`src/rtl/debounce_toggle_gen.sv`:
```
// Push-button debouncer: two-flop synchronizer, four-state qualification FSM,
// and a single-cycle toggle pulse on accepted press (and optionally release).
module debounce_toggle_gen #(
  parameter int DEB_CYCLES       = 4,
  parameter int CNT_W            = 3,
  parameter bit PULSE_ON_RELEASE = 1'b0
) (
  input  logic clk,
  input  logic rstn,
  input  logic btn_in,
  output logic t_out,
  output logic btn_level,
  output logic busy
);

  typedef enum logic [1:0] {IDLE_LO, QUAL_HI, IDLE_HI, QUAL_LO} state_t;

  localparam logic [CNT_W-1:0] CNT_LAST = CNT_W'(DEB_CYCLES - 1);

  logic             s1_q, s1_d;
  logic             s2_q, s2_d;
  state_t           state_q, state_d;
  logic [CNT_W-1:0] cnt_q, cnt_d;
  logic             t_out_q, t_out_d;
  logic             level_q, level_d;
  logic             busy_q, busy_d;

  always_comb begin
    s1_d    = btn_in;
    s2_d    = s1_q;
    state_d = state_q;
    cnt_d   = cnt_q;
    t_out_d = 1'b0;
    level_d = level_q;
    case (state_q)
      IDLE_LO: begin
        if (s2_q) begin
          state_d = QUAL_HI;
          cnt_d   = '0;
        end
      end
      QUAL_HI: begin
        if (!s2_q) begin
          state_d = IDLE_LO;
          cnt_d   = '0;
        end else if (cnt_q == CNT_LAST) begin
          state_d = IDLE_HI;
          level_d = 1'b1;
          t_out_d = 1'b1;
        end else begin
          cnt_d = cnt_q + CNT_W'(1);
        end
      end
      IDLE_HI: begin
        if (!s2_q) begin
          state_d = QUAL_LO;
          cnt_d   = '0;
        end
      end
      QUAL_LO: begin
        // An opposite sample aborts; the level is left untouched on abort.
        if (s2_q) begin
          state_d = IDLE_HI;
          cnt_d   = '0;
        end else if (cnt_q == CNT_LAST) begin
          state_d = IDLE_LO;
          level_d = 1'b0;
          t_out_d = PULSE_ON_RELEASE;
        end else begin
          cnt_d = cnt_q + CNT_W'(1);
        end
      end
      default: begin
        state_d = IDLE_LO;
        cnt_d   = '0;
      end
    endcase
    busy_d = (state_d == QUAL_HI) || (state_d == QUAL_LO);
  end

  always_ff @(posedge clk) begin
    if (!rstn) begin
      s1_q    <= 1'b0;
      s2_q    <= 1'b0;
      state_q <= IDLE_LO;
      cnt_q   <= '0;
      t_out_q <= 1'b0;
      level_q <= 1'b0;
      busy_q  <= 1'b0;
    end else begin
      s1_q    <= s1_d;
      s2_q    <= s2_d;
      state_q <= state_d;
      cnt_q   <= cnt_d;
      t_out_q <= t_out_d;
      level_q <= level_d;
      busy_q  <= busy_d;
    end
  end

  assign t_out     = t_out_q;
  assign btn_level = level_q;
  assign busy      = busy_q;

endmodule

```
`config.mk`:
```
export PLATFORM = sky130hd
export DESIGN_NAME = debounce_toggle_gen
export DESIGN_NICKNAME = d
export VERILOG_FILES = /design/src/rtl/debounce_toggle_gen.sv
export SDC_FILE = /design/constraint.sdc
export NUM_CORES = 1
export LEC_CHECK = 0
export CORE_AREA = 2 2 39 41
export CTS_BUF_LIST = sky130_fd_sc_hd__clkbuf_8
export DETAILED_ROUTE_END_ITERATION = 6
export DIE_AREA = 0 0 41 43
export PLACE_DENSITY_LB_ADDON = 0.2
export SYNTH_ARGS = -nofsm -noshare
export SYNTH_HDL_FRONTEND = slang
export SYNTH_SLANG_ARGS = --single-unit
export TNS_END_PERCENT = 100
```
`constraint.sdc`:
```
create_clock -name clk -period 1.77 [get_ports clk]
set_clock_uncertainty 0.15 [all_clocks]
set_input_delay 0.2655 -clock clk [delete_from_list [all_inputs] [get_ports clk]]
set_output_delay 0.2655 -clock clk [all_outputs]
set_load 0.05 [all_outputs]
```
==> run summary <==
run status -> completed
top cells by area in the synthesized netlist -> sky130_fd_sc_hd__dfxtp_1, sky130_fd_sc_hd__o31a_1, sky130_fd_sc_hd__xor2_2
Worst IR Drop VDD -> 447 µV
timing-limited maximum frequency -> 659 MHz
buffer levels on the longest clock path -> 2
CTS Buf Count -> 3
min-delay worst type -> reg2reg
Routability Congestion -> 0.632
die footprint -> 1760 µm²
number of antenna violations at the first check in global routing -> 0
Via-to-Cell Ratio -> 4.79
Synth-to-Final Area Change -> 29.4%
critical hold path startpoint -> s1_q
unrepaired setup endpoints after global routing -> false
number of optimization iterations in the first detailed-route pass -> 1
arrival time of the worst setup path -> 1.49 ns
crit path cell chain -> ha_1 -> and2b_1 -> and4bb_1 -> o31a_1
internal cell power -> 0.378 mW
worst-path fanout max -> 6
total cell area at the placement stage -> 462 µm²
Logic pwr share -> 8.7%
# hold bufs at CTS -> 0
core region area -> 1380 µm²
Post-DP HPWL -> 505 µm
mean instance size in the synthesized netlist -> 10.6 µm²
Leakage Power -> 0.211 nW
Port-buffer cells -> 5
kind of launch point of the worst setup path -> flip-flop
total standard cell area after synthesis -> 392 µm²
Worst EP required -> 1.74 ns
clk_lat worst skew -> 0.23 ns
Final nets -> 50
count of buffers added by post-CTS timing repair for setup -> 0
Post-Synth Adder-Cell Area -> 3.19%
simple-gate portion of the synthesized area -> 32.9%
standard-cell row count -> 14
fraction of the yosys area taken by sequential cells -> 46.0%
slew at the pin closest to its max-slew limit -> 0.386 ns
total of endpoints with negative setup slack in the final report -> 0
I/O Pins -> 6
clock network fraction of total power -> 47.0%
post-synthesis compound-gate area fraction -> 12.5%
Post-Layout Inst Area -> 507 µm²
Remaining DRCs -> 0
Global Route Usage Sum -> 11.2%
Worst path max stage delay -> 0.35 ns
library cell contributing the largest single delay on the critical path -> sky130_fd_sc_hd__dfxtp_1
start point of the critical path -> cnt_q[0]
post-synthesis net count -> 41
number of endpoints with negative hold slack in the final report -> 0
clock net sink count -> 9
share of post-route cells with drive strength above 1 -> 24.4%
CTS Root Buffer Type -> sky130_fd_sc_hd__clkbuf_8
total of cells resized after clock tree synthesis -> 0
number of global-route vias before repair -> 303
violation count after the first detailed-route iteration -> 0
Buf+Inv Stages, Crit Path -> 0
cell taking the most area after synthesis -> sky130_fd_sc_hd__dfxtp_1
number of synthesized register bits -> 9
commonest non-fill, non-tap cell in the layout -> sky130_fd_sc_hd__dfxtp_1
total wire length after detailed routing -> 698 µm
number of vias after detailed routing -> 292
grt total ovfl -> 0
clock transition at the registers of the reported paths -> 0.04 ns
initial core utilization -> 28.3%
clock period minus final worst setup slack -> 1.52 ns
Die H -> 43 µm
post-route antenna net violation count -> 0
average detailed-routed wire length per instance -> 11.4 µm
largest net degree at the start of global routing -> 13
Synth top area share -> 46.0%
die boundary width -> 41 µm
first-pass GRT wire length -> 1.27 mm
Period Utilization, post-route -> 85.8%
Max-Slew Margin vs Limit -> 74.3%
Yosys warning total -> 0
switching part of the total power -> 22.7%
number of levels the H-tree was split into -> 1
multiplexer fraction of the synthesized cell area -> 0%
Crit Path Class -> reg2reg
clock tree from TritonCTS -> done
max_cap viols -> 0
largest delay contributor family on the critical path -> simple AND/OR/NAND/NOR gates
count of antenna diodes in the layout -> 0
Pwr Density -> 966 nW/µm²
instance count of the mapped netlist -> 37
sum of negative setup slack -> 0 ns
Sw Pwr -> 0.111 mW
Setup crit end kind -> flip-flop
most frequent cells in the layout -> sky130_fd_sc_hd__dfxtp_1, sky130_fd_sc_hd__clkbuf_8
dominant combinational cell family by area after synthesis -> simple AND/OR/NAND/NOR gates
Reg2Reg Launch Point -> cnt_q[0]
xor and xnor area share after synthesis -> 4.15%
Sequential Power Share -> 44.3%
Max Slew Vio Count -> 0
count of cell types in the netlist -> 24
-- through the flow --
stage / hold slack (ns) / utilization [%] / std cells / total power [mW] / setup WS, ns
4_1_cts: 0.292 / 36.6 / 61 / 0.497 / 0.238
5_1_grt: 0.306 / 36.6 / 61 / 0.515 / 0.153
3_3_place_gp: 0.274 / 33.4 / 57 / 0.263 / 0.301
3_5_place_dp: 0.272 / 33.4 / 57 / 0.263 / 0.250
6_report: 0.290 / 36.6 / 61 / 0.489 / 0.252
2_1_floorplan: 0.237 / - / 37 / 0.245 / 0.280
-- power groups by stage --
stage | logic [mW] | registers, mW | clock network [mW]
detailed placement | 0.0430 | 0.220 | 0
finish | 0.0427 | 0.217 | 0.230
global placement | 0.0423 | 0.220 | 0
global route | 0.0459 | 0.218 | 0.252
floorplan | 0.0114 | 0.234 | 0
CTS | 0.0432 | 0.217 | 0.237
-- synthesized netlist by cell type --
cell                       n
sky130_fd_sc_hd__dfxtp_1   9
sky130_fd_sc_hd__and2_1    2
sky130_fd_sc_hd__nand2_1   2
sky130_fd_sc_hd__nand3b_1  2
sky130_fd_sc_hd__nor3b_1   2
sky130_fd_sc_hd__o31a_1    2
sky130_fd_sc_hd__a21boi_0  1
sky130_fd_sc_hd__a21oi_1   1
sky130_fd_sc_hd__a31oi_1   1
sky130_fd_sc_hd__and2b_1   1
sky130_fd_sc_hd__and3_2    1
sky130_fd_sc_hd__and4_1    1
sky130_fd_sc_hd__and4_2    1
sky130_fd_sc_hd__and4b_2   1
sky130_fd_sc_hd__and4bb_1  1
sky130_fd_sc_hd__buf_2     1
sky130_fd_sc_hd__ha_1      1
sky130_fd_sc_hd__nand2b_1  1
sky130_fd_sc_hd__nand3_1   1
sky130_fd_sc_hd__nor2_1    1
sky130_fd_sc_hd__o211ai_1  1
sky130_fd_sc_hd__o21ai_0   1
sky130_fd_sc_hd__or2_2     1
sky130_fd_sc_hd__xor2_2    1
-- per-layer routing --
metal  up-vias  global-route usage, %  wire (µm)
met5         -                      0          0
met2         7                   13.4        312
met3         5                   3.14         27
met4         0                   12.0         37
li1        151                      -          -
met1       129                   14.4        321
-- cells by family after synthesis --
logic type                 Yosys count
AOI/OAI and AO/OA                    7
xor gates and xnor gates             1
adders and majority gates            1
buffers and inverters                1
DFF                                  9
and+or+nand+nor                     18
-- worst paths after layout --
kind / to / cells past startpoint / slack (ns)
worst min register to register: s2_q / 1 / 0.29
worst max-delay path: cnt_q[0] / 4 / 0.25
worst min-delay path: s2_q / 1 / 0.29
worst max register to register: cnt_q[0] / 4 / 0.25
-- layout make-up --
type,count,area (µm²)
sequential,9,180
tap,16,20.0
clock inverter,1,3.75
fill,146,877
timing repair buffer,5,55.1
multi-input combinational,27,206
clock buffer,3,41.3
-- flip-flops by register name (all words and copies together) (netlist names) --
| name | flops |
|---|---|
| cnt_q | 3 |
| btn_level | 1 |
| busy | 1 |
| s1_q | 1 |
| s2_q | 1 |
| state_q | 1 |
| t_out | 1 |
(Power assumes the default switching activity.)
